**config.mk**
```make
export PLATFORM = sky130hd
export DESIGN_NAME = tdm_demux4
export DESIGN_NICKNAME = d
export VERILOG_FILES = /design/src/rtl/tdm_demux4.sv
export SDC_FILE = /design/constraint.sdc
export NUM_CORES = 1
export LEC_CHECK = 0
export ABC_AREA = 0
export BUFFER_PORTS_ARGS = -buffer_cell sky130_fd_sc_hd__buf_2
export CAP_MARGIN = 20
export CORE_UTILIZATION = 40
export DETAILED_ROUTE_END_ITERATION = 12
export HOLD_SLACK_MARGIN = 0.06
export PLACE_DENSITY = 0.62
export SYNTH_ARGS = -nofsm -noshare
export SYNTH_HDL_FRONTEND = slang
export SYNTH_SLANG_ARGS = --single-unit
```
**constraint.sdc**
```tcl
create_clock -name clk -period 4.6 [get_ports clk]
set_clock_uncertainty 0.15 [all_clocks]
set_input_delay 0.23 -clock clk [delete_from_list [all_inputs] [get_ports clk]]
set_output_delay 0.23 -clock clk [all_outputs]
set_load 0.02 [all_outputs]
```
**src/rtl/tdm_demux4.sv**
```systemverilog
// -----------------------------------------------------------------------------
// tdm_demux4 -- four-slot TDM word-stream demultiplexer
//
// Collects a serial stream of WIDTH-bit words into four slots, using
// frame_sync to find slot 0. Complete frames are presented on ch0..ch3_data
// with a one-cycle frame_valid pulse. A partial frame never reaches the
// outputs.
//
// Build option:
//   TDM_DEMUX_SYNC_CHECK_EN  when defined, frame_sync is checked while LOCKED:
//                            - sync at slot 1..3 restarts the frame at slot 0
//                            - no sync at slot 0 drops the word and re-hunts
//                            Each case pulses sync_err.
//                            When undefined, slots free-run once locked and
//                            sync_err is tied to 0.
//
// Ports:
//   clk          in   rising-edge clock
//   rst_n        in   asynchronous active-low reset
//   din          in   [WIDTH-1:0] TDM word
//   din_valid    in   din carries a word this cycle
//   frame_sync   in   current valid word is slot 0
//   ch0..3_data  out  [WIDTH-1:0] slot words of the last complete frame
//   frame_valid  out  one-cycle pulse when ch0..3_data update
//   locked       out  FSM is in LOCKED
//   sync_err     out  one-cycle pulse on a framing violation
// -----------------------------------------------------------------------------
module tdm_demux4 #(
  parameter int WIDTH = 8
) (
  input  logic             clk,
  input  logic             rst_n,
  input  logic [WIDTH-1:0] din,
  input  logic             din_valid,
  input  logic             frame_sync,
  output logic [WIDTH-1:0] ch0_data,
  output logic [WIDTH-1:0] ch1_data,
  output logic [WIDTH-1:0] ch2_data,
  output logic [WIDTH-1:0] ch3_data,
  output logic             frame_valid,
  output logic             locked,
  output logic             sync_err
);

  typedef enum logic {HUNT = 1'b0, LOCKED = 1'b1} state_t;

  state_t     state, state_nx;
  logic [1:0] slot_cnt, slot_cnt_nx;

  logic       wr_en;
  logic [1:0] wr_slot;
  logic       frame_done;
  logic       err_c;

  logic [WIDTH-1:0] stg_p0 [4];

  // ---------------------------------------------------------------------------
  // Control: state register
  // ---------------------------------------------------------------------------
  always_ff @(posedge clk or negedge rst_n) begin
    if (!rst_n) begin
      state    <= HUNT;
      slot_cnt <= 2'd0;
    end else begin
      state    <= state_nx;
      slot_cnt <= slot_cnt_nx;
    end
  end

  // ---------------------------------------------------------------------------
  // Control: next state, staging write strobe, frame completion
  // ---------------------------------------------------------------------------
  always_comb begin
    state_nx    = state;
    slot_cnt_nx = slot_cnt;
    wr_en       = 1'b0;
    wr_slot     = 2'd0;
    frame_done  = 1'b0;
    err_c       = 1'b0;

    unique case (state)
      HUNT: begin
        if (din_valid && frame_sync) begin
          wr_en       = 1'b1;
          wr_slot     = 2'd0;
          slot_cnt_nx = 2'd1;
          state_nx    = LOCKED;
        end
      end

      LOCKED: begin
        if (din_valid) begin
`ifdef TDM_DEMUX_SYNC_CHECK_EN
          if (frame_sync && (slot_cnt != 2'd0)) begin
            // Early sync: abandon the partial frame and restart at slot 0.
            err_c       = 1'b1;
            wr_en       = 1'b1;
            wr_slot     = 2'd0;
            slot_cnt_nx = 2'd1;
          end else if (!frame_sync && (slot_cnt == 2'd0)) begin
            // Missing sync: word is dropped and alignment is searched again.
            err_c       = 1'b1;
            slot_cnt_nx = 2'd0;
            state_nx    = HUNT;
          end else begin
            wr_en       = 1'b1;
            wr_slot     = slot_cnt;
            slot_cnt_nx = slot_cnt + 2'd1;
            frame_done  = (slot_cnt == 2'd3);
          end
`else
          wr_en       = 1'b1;
          wr_slot     = slot_cnt;
          slot_cnt_nx = slot_cnt + 2'd1;
          frame_done  = (slot_cnt == 2'd3);
`endif
        end
      end

      default: begin
        state_nx    = HUNT;
        slot_cnt_nx = 2'd0;
      end
    endcase
  end

  // ---------------------------------------------------------------------------
  // Data: staging (p0) and frame output (p1)
  // ---------------------------------------------------------------------------
  always_ff @(posedge clk or negedge rst_n) begin
    if (!rst_n) begin
      for (int i = 0; i < 4; i++) stg_p0[i] <= '0;
      ch0_data    <= '0;
      ch1_data    <= '0;
      ch2_data    <= '0;
      ch3_data    <= '0;
      frame_valid <= 1'b0;
    end else begin
      if (wr_en) stg_p0[wr_slot] <= din;
      // Slot 3 is taken straight from din so the whole frame lands in one edge.
      if (frame_done) begin
        ch0_data <= stg_p0[0];
        ch1_data <= stg_p0[1];
        ch2_data <= stg_p0[2];
        ch3_data <= din;
      end
      frame_valid <= frame_done;
    end
  end

  assign locked = (state == LOCKED);

  // sync_err is flagged in the cycle of the offending word, while still
  // LOCKED, so it is never high in HUNT even when the error causes a re-hunt.
  assign sync_err = err_c;

endmodule
```
# After elaboration in Yosys (flattened, before gate mapping)
# Index checks and enable logic that the tools add are counted.
# Widths: inputs -> output; s select.
# op_classes
addsub,1
order_cmp,2
eq_ne,3
mux,14
bitwise,2
reduce_logical,3
# ops
cell,n
$bwmux 32,1
$demux 8 s2,1
$mux 8,1
$pmux 2 s2,2
$mux 2,3
$mux 1,5
$ne 2x2->1 const B,2
$ge 3x3->1 const B,1
$lt 3x1->1 const B,1
$not 2->3,1
$add 2x1->2 const B,1
$eq 2x2->1 const B,1
$logic_and 1x1->1,2
$pmux 1 s2,1
$reduce_and 2->1,1
$not 1->1,1
# totals
ff_bits,68
inputBits,12
out_inout_bits,35
wordCells,36

# Depth between registers and ports, before layout
# Gate-level depths: netlist of the first run.
# logic_depth
depth_word,8
ltp_mapped,4
ltp_nobuf,3

# Worst setup path after synthesis of the first run
# OpenSTA, ideal clock, no wires.
# synth_timing
path_type,reg2reg
from,register state (netlist: locked)
to,register stg_p0[24] (netlist name)
setup_time_ns,0.125
t_arrival_ns,1.384
required_time_ns,4.325
path_slack_ns,2.942
path_stages_with_launch,5
n_path_buf,1
period_less_slack_ns,1.658
path_cell_list,dfrtp_1 > buf_4 > nand2_4 > o31ai_4 > mux2_2
# synth_via
elab_chain_cells,8
word_cells_on_any_way,10
cone_classes,order compare: 2; mux: 5; bitwise: 2; reduce/logical: 1
# synth_rtl
item,line,rtl
"start, declared",47,"state_t state, state_nx;"
"start signal, assigned",65,state <= state_nx;
$not 1->1,--,
$pmux 2 s2,81,unique case (state)
$not 2->3 (implied by the code),139,if (wr_en) stg_p0[wr_slot] <= din;
$ge 3x3->1 (implied by the code) or $lt 3x1->1 (tied branches),139,
$logic_and 1x1->1 (implied by the code),139,
$mux 8 (implied by the code),139,
$demux 8 s2,139,
$bwmux 32,139,
"end signal, assigned by index",139,
"end, declared",55,logic [WIDTH-1:0] stg_p0 [4];
# Several ways; a longest one is shown, not always the timed one.
# A chain may end at the register's enable or synchronous reset.

# Final worst setup path of the first run
# layout_timing
from,register slot_cnt[0]
to,register ch0_data[7]
# layout_via
elab_chain_cells,3
# layout_rtl
item,line,rtl
"start, declared",48,"logic [1:0] slot_cnt, slot_cnt_nx;"
"start signal, assigned",66,slot_cnt <= slot_cnt_nx;
$eq 2x2->1,115,frame_done = (slot_cnt == 2'd3);
$mux 1,92,if (din_valid) begin
$mux 1,81,
"end signal, assigned",142,ch0_data <= stg_p0[0];
"end, declared",36,"output logic [WIDTH-1:0] ch0_data,"
# No other way between the ends.

==> metrics, run 1 <==
status complete, no violations; hold slack 0.132 ns; RSZ-0062 raised after global routing no; Hold Startpoint din_valid; # diodes 0; total CTS buffers 9; via count 1,311; layout cell share with drive strength beyond 1 between 60% and 70%; Sw Pwr ~0.67 mW; Std-Cell Core Area roughly 5500 µm²; FMAX 0.468 GHz; worst reg2reg startpoint slot_cnt[0]; crit path from slot_cnt[0]; DRC 0; crit end category flip-flop; Crit Path Max Fanout 33; internal power around 1.4 mW; TNS Setup 0 ns; first-pass GRT wire length slightly below 7000 µm; cells taking the most area after synthesis dfrtp_1 (65%), mux2_2 (27%), nand4b_2 (1.3%), buf_4 (0.98%), o31ai_4 (0.92%); buffer count from post-CTS setup fixing 0; Starting Density about 42%; Final ANT Viol Nets 0; worst reg-to-reg path cell count 3; die area a little over 6000 µm²; CTS sink count 60; Gate power share approximately 34%; Least-Margin Pin Slew around 0.8 ns; Worst-path clk slew 0.06 ns; Port-buffer cells 45; net total in the final layout 210; Clock power frac between 20% and 30%; Yosys top cell area share between 60% and 70%; overall power between 2 and 2.5 mW; peak supply drop roughly 0.00031 V; WS Path Type flip-flop to flip-flop; Tmin final 2.14 ns; TritonCTS clock tree built; Crit path arrival time approximately 2.2 ns; First DRT Iteration DRCs a little under 80; Synth Instances 136; largest area contributor in the netlist dfrtp_1; GRT Total Usage 15.4%; worst skew pair latency roughly 0.32 ns; HP Class input port to flip-flop; drt via density 4.80; root buffer cell clkbuf_8; number of global-route vias before repair about 1,400; Lkg Pwr between 1 and 1.5 nW; Critical Path RT between 4 and 5 ns; die width roughly 80 µm; antenna violations before repair 0; dpl cells ~250; final wirelength 4030 µm; Sequential Power Share approximately 45%; Synth Cell Area around 2300 µm²; Max-Cap Viols 0; post-route cell area ~2900 µm²; r2r setup slk roughly 2.5 ns; Ports 47; area grow syn2layout 24.9%; dpl hpwl roughly 2700 µm; pre-CTS setup slack 2.42 ns; # fillers between 400 and 500; Hold Path Depth 2; Post-Syn Nets roughly 150; die height between 70 and 80 µm; placed cell areas 2590 µm²; fin. max-slew vios 0; worst relative slew slack 45.4%; drt wl/cell 14.8 µm; pin count of the biggest net entering global routing slightly above 60; worst reg2reg endpoint ch0_data[7]; Final Setup Violations 0; Clock Tree Buf Depth 2; PD cells 711 nW/µm²; post-route core utilization about half; drt first pass iters 3; num rows 27; sequential area share after synthesis 65.3%; Ys Warns 0; Final WS setup between 2 and 2.5 ns; sw frac between 30 and 40%; Unique masters post-synth 16; Worst Setup Start Kind flip-flop; Non-Filler Instances between 200 and 300; H-tree levels 3; syn_area_per_cell ~17 µm²; synthesis-stage register bit count 60; final hold vios 0; hold path endpoint locked; gr ovfl total 0; part of the cycle the worst path needs ~46%; routability cong. 0.735
## cells by family after synthesis
family                     synth area share (%)
AOI/OAI and AO/OA                          2.12
DFF                                        65.3
and+or+nand+nor                            2.72
buffers and inverters                      1.79
other                                     0.163
adders and majority gates                 0.544
muxes                                      27.4
## worst max-delay path, cell delays in order, from the launching register on
cell and delay (ns):
dfrtp_1 0.48, ha_1 0.21, nand3_2 0.63, mux2_2 0.54
## power groups by stage
stage | Sequential, mW | Clock, mW | Combinational, mW
floorplan | 1.08 | 0 | 0.307
global placement | 0.911 | 0 | 0.681
detailed placement | 0.931 | 0 | 0.701
CTS | 0.923 | 0.445 | 0.710
global route | 0.955 | 0.473 | 0.757
finish | 0.918 | 0.428 | 0.696
## worst max-delay path by stage
stage | end | slack, ns
after CTS | ch0_data[6] | 2.42
after global placement | ch1_data[2] | 2.50
after floorplan | stg_p0[24] | 2.94
after detailed placement | ch0_data[6] | 2.42
final | ch0_data[7] | 2.46
after global routing | ch0_data[7] | 2.29
## layout make-up
cell class / instances / area [µm²] / area share [%]
timing repair buffer: 56 / 333 / 11.6
clock buffer: 14 / 183 / 6.36
inverter: 1 / 3.75 / 0.131
multi-input combinational: 69 / 758 / 26.4
tap: 72 / 90.1 / 3.13
clock inverter: 1 / 5.00 / 0.174
sequential: 60 / 1500 / 52.2
## Yosys cell counts
library cell / count
a21o_1: 1
a32o_1: 1
buf_2: 3
buf_4: 3
conb_1: 1
dfrtp_1: 60
ha_1: 1
inv_1: 1
mux2_2: 56
nand2_1: 1
nand2_4: 1
nand3_2: 1
nand3b_1: 1
nand4b_2: 2
o21ai_0: 2
o31ai_4: 1
## layout by cell type, fill, tap and decap left out, drive strengths merged
cell / netlist / layout
inv: 1 / 1
nand3b: 1 / 1
mux2: 56 / 56
clkbuf: 0 / 14
nand2: 2 / 2
conb: 1 / 1
buf: 6 / 46
dlygate4sd3: 0 / 10
o21ai: 2 / 2
dfrtp: 60 / 60
nand3: 1 / 1
clkinv: 0 / 1
a21o: 1 / 1
o31ai: 1 / 1
a32o: 1 / 1
ha: 1 / 1
nand4b: 2 / 2
## sequential cells by signal, indices dropped and copies added (netlist names)
| register | cells |
|---|---|
| frame_valid | 1 |
| ch2_data | 8 |
| ch1_data | 8 |
| ch3_data | 8 |
| locked | 1 |
| ch0_data | 8 |
| stg_p0 | 24 |
| slot_cnt | 2 |
## routing by layer
layer	wire length [µm]	global-route usage, %
met4	40	8.49
met3	202	3.88
met5	0	0
met2	2000	25.0
met1	1790	18.8
## repair_timing
| item | in CTS | in global routing |
|---|---|---|
| hold endpoints to repair | 90 | 0 |
| resized for setup | 0 | 0 |
| hold buffers | 10 | 0 |
| endpoints found under the setup margin | 0 | 0 |
No activity file was read; power rests on OpenSTA's default activity.
==> run 2, diff against run 1 <==
PLACE_DENSITY = 0.65   (was 0.62)
clock period = 1.75 ns   (was 4.6 ns; I/O delays follow)
==> run 2 against run 1 <==
Power rose to 2.7 times the previous value. Worst hold slack got worse by 0.0087 ns. Wire length rose by 4.8%. Utilization rose by 1.7 points. Largest cell class unchanged. Highest routed layer unchanged.
==> metrics, run 2 (synthesis gave the netlist of run 1 again) <==
DRC 0 (unchanged); most frequent cells in the layout dfrtp_1 (60), mux2_2 (56), buf_2 (45) (unchanged); Std-Cell Core Area 5540 µm² (unchanged); antenna violations before repair 0 (unchanged); Lkg Pwr 1.38 nW (was 1.34 nW); root buffer cell clkbuf_8 (unchanged); Crit path arrival time 1.77 ns (was 2.18 ns); layout cell share with drive strength beyond 1 59.9% (was 60.2%); Worst Setup Start Kind flip-flop (unchanged); Largest register FFs 24 (unchanged); Most flops, register stg_p0 (unchanged); Ports 47 (unchanged); final hold vios 0 (unchanged); peak supply drop 0.000821 V (was 0.000310 V); first-pass GRT wire length 7110 µm (was 6890 µm); worst reg-to-reg path cell count 4 (was 3); worst reg2reg startpoint locked (was slot_cnt[0]); multi-input logic area 758 µm² (unchanged); dpl hpwl 2720 µm (was 2700 µm); Crit Path Max Fanout 9 (was 33); net total in the final layout 216 (was 210); via count 1,335 (was 1,311); Starting Density 41.5% (unchanged); fin. max-slew vios 0 (unchanged); Port-buffer cells 45 (unchanged); area grow syn2layout 29.0% (was 24.9%); die height 77.8 µm (unchanged); status complete, no violations (unchanged); worst skew pair latency 0.34 ns (was 0.32 ns); Clock Tree Buf Depth 2 (unchanged); die width 77.8 µm (unchanged); WS Path Type flip-flop to flip-flop (unchanged); drt via density 4.78 (was 4.80); final wirelength 4220 µm (was 4030 µm); Final Setup Violations 0 (unchanged); HP Class input port to asynchronous set/reset pin (was input port to flip-flop); H-tree levels 3 (unchanged); FMAX 0.589 GHz (was 0.468 GHz); part of the cycle the worst path needs 97.0% (was 46.5%); gr ovfl total 0 (unchanged); # fillers 501 (was 487); Max-Cap Viols 0 (unchanged); r2r setup slk 0.05 ns (was 2.46 ns); Register Area 1500 µm² (unchanged); PD cells 1880 nW/µm² (was 711 nW/µm²); Worst-path clk slew 0.07 ns (was 0.06 ns); number of global-route vias before repair 1,404 (was 1,426); TritonCTS clock tree built (unchanged); die area 6060 µm² (unchanged); pin count of the biggest net entering global routing 61 (unchanged); # diodes 0 (unchanged); Tmin final 1.70 ns (was 2.14 ns); CTS sink count 60 (unchanged); drt wl/cell 15.1 µm (was 14.8 µm); worst reg2reg endpoint stg_p0[30] (was ch0_data[7]); Final ANT Viol Nets 0 (unchanged); num rows 27 (unchanged); GRT Total Usage 16.2% (was 15.4%); total CTS buffers 9 (unchanged); routability cong. 0.714 (was 0.735); most common cell after layout, fill and taps aside dfrtp_1 (unchanged); Non-Filler Instances 279 (was 273); overall power 5.57 mW (was 2.04 mW); post-route core utilization 53.6% (was 51.9%); First DRT Iteration DRCs 74 (was 78); dpl cells 250 (was 248); crit end category flip-flop (unchanged); Critical Path RT 1.82 ns (was 4.65 ns); drt first pass iters 4 (was 3)
[run 2: cell types whose count changed in the layout (fill, tap and decap cells not counted)]
| cell | change |
|---|---|
| buf_12 | +2 |
| dlygate4sd3_1 | +2 |
| buf_4 | +1 |
| buf_6 | +1 |
| bufinv_16 | +1 |
| clkbuf_1 | +1 |
| clkbuf_8 | -1 |
| clkinv_2 | -1 |
[run 2: power by group]
part	internal [mW]	total [mW]	leakage, nW	switching, mW
registers	2.07	2.42	0.715	0.349
logic	0.927	1.87	0.561	0.944
clock network	0.768	1.28	0.103	0.512
total	3.76	5.57	1.38	1.80
[run 2: cell type report]
type,count,area share [%]
flip-flops and latches,60,50.6
multi-input cells,69,25.5
repair buffers,62,13.9
clock buffers,14,5.82
well taps,72,3.04
clock inverters,1,1.01
inverters,1,0.126
[run 2: critical path, cell delays in order (launching register included)]
cell	delay, ns
dfrtp_1	0.55
nand2_4	0.10
o31ai_4	0.26
buf_4	0.18
mux2_2	0.33
[run 2: worst max-delay path by stage]
stage,startpoint,endpoint,slack [ns],cells past startpoint
finish,locked,stg_p0[30],0.05,4
global route,locked,stg_p0[26],-0.01,4
CTS,locked,stg_p0[28],0.02,3
detailed placement,locked,stg_p0[26],0.04,3
global placement,locked,stg_p0[26],0.11,3
floorplan,locked,stg_p0[24],0.09,4
[run 2: repair_timing]
action | in CTS | in global routing
setup buffers | 0 | 2
endpoints found under the setup margin | 0 | 16
endpoints found under the hold margin | 95 | 0
hold buffers | 12 | 0
gates resized for setup | 0 | 1
[run 2: layer usage]
layer | vias up | wire (µm) | track usage [%]
li1 | 615 | - | -
met2 | 31 | 1980 | 24.5
met4 | 0 | 134 | 11.7
met5 | - | 0 | 0
met1 | 680 | 1940 | 19.7
met3 | 9 | 168 | 4.82
[run 2: metrics by stage]
stage          worst slack (ns)  instance area (µm²)  setup TNS (ns)  hold WS (ns)
6_report                 0.0526                 2970               0         0.123
5_1_grt                 -0.0106                 2970         -0.0331         0.171
4_1_cts                  0.0220                 2950               0         0.132
3_5_place_dp             0.0377                 2630               0       -0.0349
3_3_place_gp              0.113                 2630               0       -0.0416
2_1_floorplan            0.0916                 2300               0        -0.358
==> run 3, diff against run 2 <==
==> constraint.sdc (replaced) <==
create_clock -name clk -period 1.75 [get_ports clk]
set_clock_uncertainty 0.15 [all_clocks]
set_input_delay 0.35 -clock clk [delete_from_list [all_inputs] [get_ports clk]]
set_output_delay 0.35 -clock clk [all_outputs]
set_load 0.02 [all_outputs]
==> run 3 against run 2 <==
Cell count shrank 3.6%. Sequential cell count is the same. Sequential power is essentially flat. Power shrank 1.7%. Via count shrank 1.5%. Worst setup slack gained 0.052 ns. Utilization shrank 2.2 points. Critical path type unchanged. Sequential share of layout area grew 2.2 points. Final area shrank 4.1%.
==> metrics, run 3 (synthesis gave the netlist of run 1 again) <==
status complete, no violations (unchanged); number of global-route vias before repair 1,397 (was 1,404); Critical Path RT 1.83 ns (was 1.82 ns); pin count of the biggest net entering global routing 61 (unchanged); worst skew pair latency 0.34 ns (about the same); routability cong. 0.707 (was 0.714); FMAX 0.608 GHz (was 0.589 GHz); TNS Setup 0 ns (unchanged); Worst-path clk slew 0.07 ns (about the same); worst reg2reg endpoint stg_p0[27] (was stg_p0[30]); First DRT Iteration DRCs 47 (was 74); Starting Density 41.5% (unchanged); worst reg-to-reg path cell count 4 (unchanged); via count 1,315 (was 1,335); Final WS setup 0.104 ns (was 0.0526 ns); PD cells 1920 nW/µm² (was 1880 nW/µm²); gr ovfl total 0 (unchanged); pre-CTS setup slack 0.0814 ns (was 0.0377 ns); first-pass GRT wire length 6890 µm (was 7110 µm); critical path cell sequence nand3b_1 -> o31ai_4 -> buf_4 -> mux2_2 (was nand2_4 -> o31ai_4 -> buf_4 -> mux2_2); dpl cells 252 (was 250); Worst Setup Start Kind flip-flop (unchanged); Crit Path Max Fanout 9 (unchanged); # diodes 0 (unchanged); drt first pass iters 4 (unchanged); total CTS buffers 9 (unchanged); RSZ-0062 raised after global routing no; net total in the final layout 205 (was 216); drt via density 4.89 (was 4.78); die area 6060 µm² (unchanged); Largest register FFs 24 (unchanged); WS Path Type flip-flop to flip-flop (unchanged); final wirelength 4080 µm (was 4220 µm); post-route core utilization 51.4% (was 53.6%); CP endpoint stg_p0[27] (was stg_p0[30]); # fillers 511 (was 501); peak supply drop 0.000864 V (was 0.000821 V); Port-buffer cells 45 (unchanged); Tmin final 1.65 ns (was 1.70 ns); Clock Tree Buf Depth 2 (unchanged); part of the cycle the worst path needs 94.0% (was 97.0%); post-route cell area 2850 µm² (was 2970 µm²); most common cell after layout, fill and taps aside dfrtp_1 (unchanged); overall power 5.47 mW (was 5.57 mW); Ports 47 (unchanged); Std-Cell Core Area 5540 µm² (unchanged); num rows 27 (unchanged); final hold vios 0 (unchanged); fin. max-slew vios 0 (unchanged); HP Class input port to flip-flop (was input port to asynchronous set/reset pin); die height 77.8 µm (unchanged); Non-Filler Instances 269 (was 279); Hold Startpoint frame_sync; worst reg2reg startpoint locked (unchanged); Max stage delay on crit path 0.50 ns (was 0.55 ns); crit end category flip-flop (unchanged); die width 77.8 µm (unchanged); Final ANT Viol Nets 0 (unchanged); layout cell share with drive strength beyond 1 64.5% (was 59.9%); root buffer cell clkbuf_8 (unchanged); Most flops, register stg_p0 (unchanged); dpl hpwl 2780 µm (was 2720 µm); Max-Cap Viols 0 (unchanged); Lkg Pwr 1.32 nW (was 1.38 nW); GRT Total Usage 15.7% (was 16.2%); area grow syn2layout 23.7% (was 29.0%); hold slack 0.109 ns (was 0.123 ns); Worst path slowest cell dfrtp_1 (unchanged); r2r setup slk 0.10 ns (was 0.05 ns); H-tree levels 3 (unchanged); Final Setup Violations 0 (unchanged); drt wl/cell 15.1 µm (about the same); antenna violations before repair 0 (unchanged); placed cell areas 2640 µm² (was 2630 µm²); crit path from locked (unchanged); CTS sink count 60 (unchanged); TritonCTS clock tree built (unchanged); DRC 0 (unchanged); Crit path arrival time 1.72 ns (was 1.77 ns); most frequent cells in the layout dfrtp_1 (60), mux2_2 (56), buf_2 (45) (unchanged)
run 3: cell count changes in the layout (fill, tap and decap cells not counted):
cell and delta:
clkbuf_1 -2, clkbuf_8 -3, clkinv_2 +3, clkinvlp_4 +3, dlygate4sd3_1 -11
run 3: critical path, delay by kind of cell (launching register included):
family                 cells  cell delay, ns
flip-flops                 1            0.50
multiplexers               1            0.34
AND/OR/NAND/NOR            1            0.26
buffers and inverters      1            0.20
AO/OA/AOI/OAI              1            0.08
run 3: power by group:
group          total (mW)  switching, mW  internal, mW
clock                1.20          0.548         0.648
combinational        1.86          0.945         0.914
sequential           2.41          0.349          2.07
total                5.47           1.84          3.63
run 3: worst min-delay path by stage:
| stage | endpoint | cells after the start |
|---|---|---|
| 2_1_floorplan | ch0_data[0] | 0 |
| 3_3_place_gp | ch3_data[4] | 2 |
| 3_5_place_dp | ch2_data[3] | 2 |
| 4_1_cts | locked | 2 |
| 5_1_grt | locked | 2 |
| 6_report | locked | 2 |
run 3: final cells by class:
cell class	instances	area [µm²]	share of cell area [%]
Clock buffer	9	124	4.35
Clock inverter	7	67.6	2.37
Inverter	1	3.75	0.132
Multi-Input combinational cell	69	758	26.6
Sequential cell	60	1500	52.7
Tap cell	72	90.1	3.16
Timing Repair Buffer	51	302	10.6
run 3: timing repair:
| action | 4_1_cts | 5_1_grt |
|---|---|---|
| endpoints found under the setup margin | 0 | 6 |
| setup buffers | 0 | 0 |
| hold endpoints to repair | 60 | 0 |
| gates resized for setup | 0 | 1 |
| hold buffers | 1 | 0 |
run 3: per-layer routing:
layer | GRT usage, % | vias to the layer above | routed length (µm)
li1 | - | 601 | -
met1 | 18.0 | 674 | 1740
met2 | 25.8 | 31 | 2050
met3 | 6.82 | 9 | 220
met4 | 6.23 | 0 | 60
met5 | 0 | - | 0
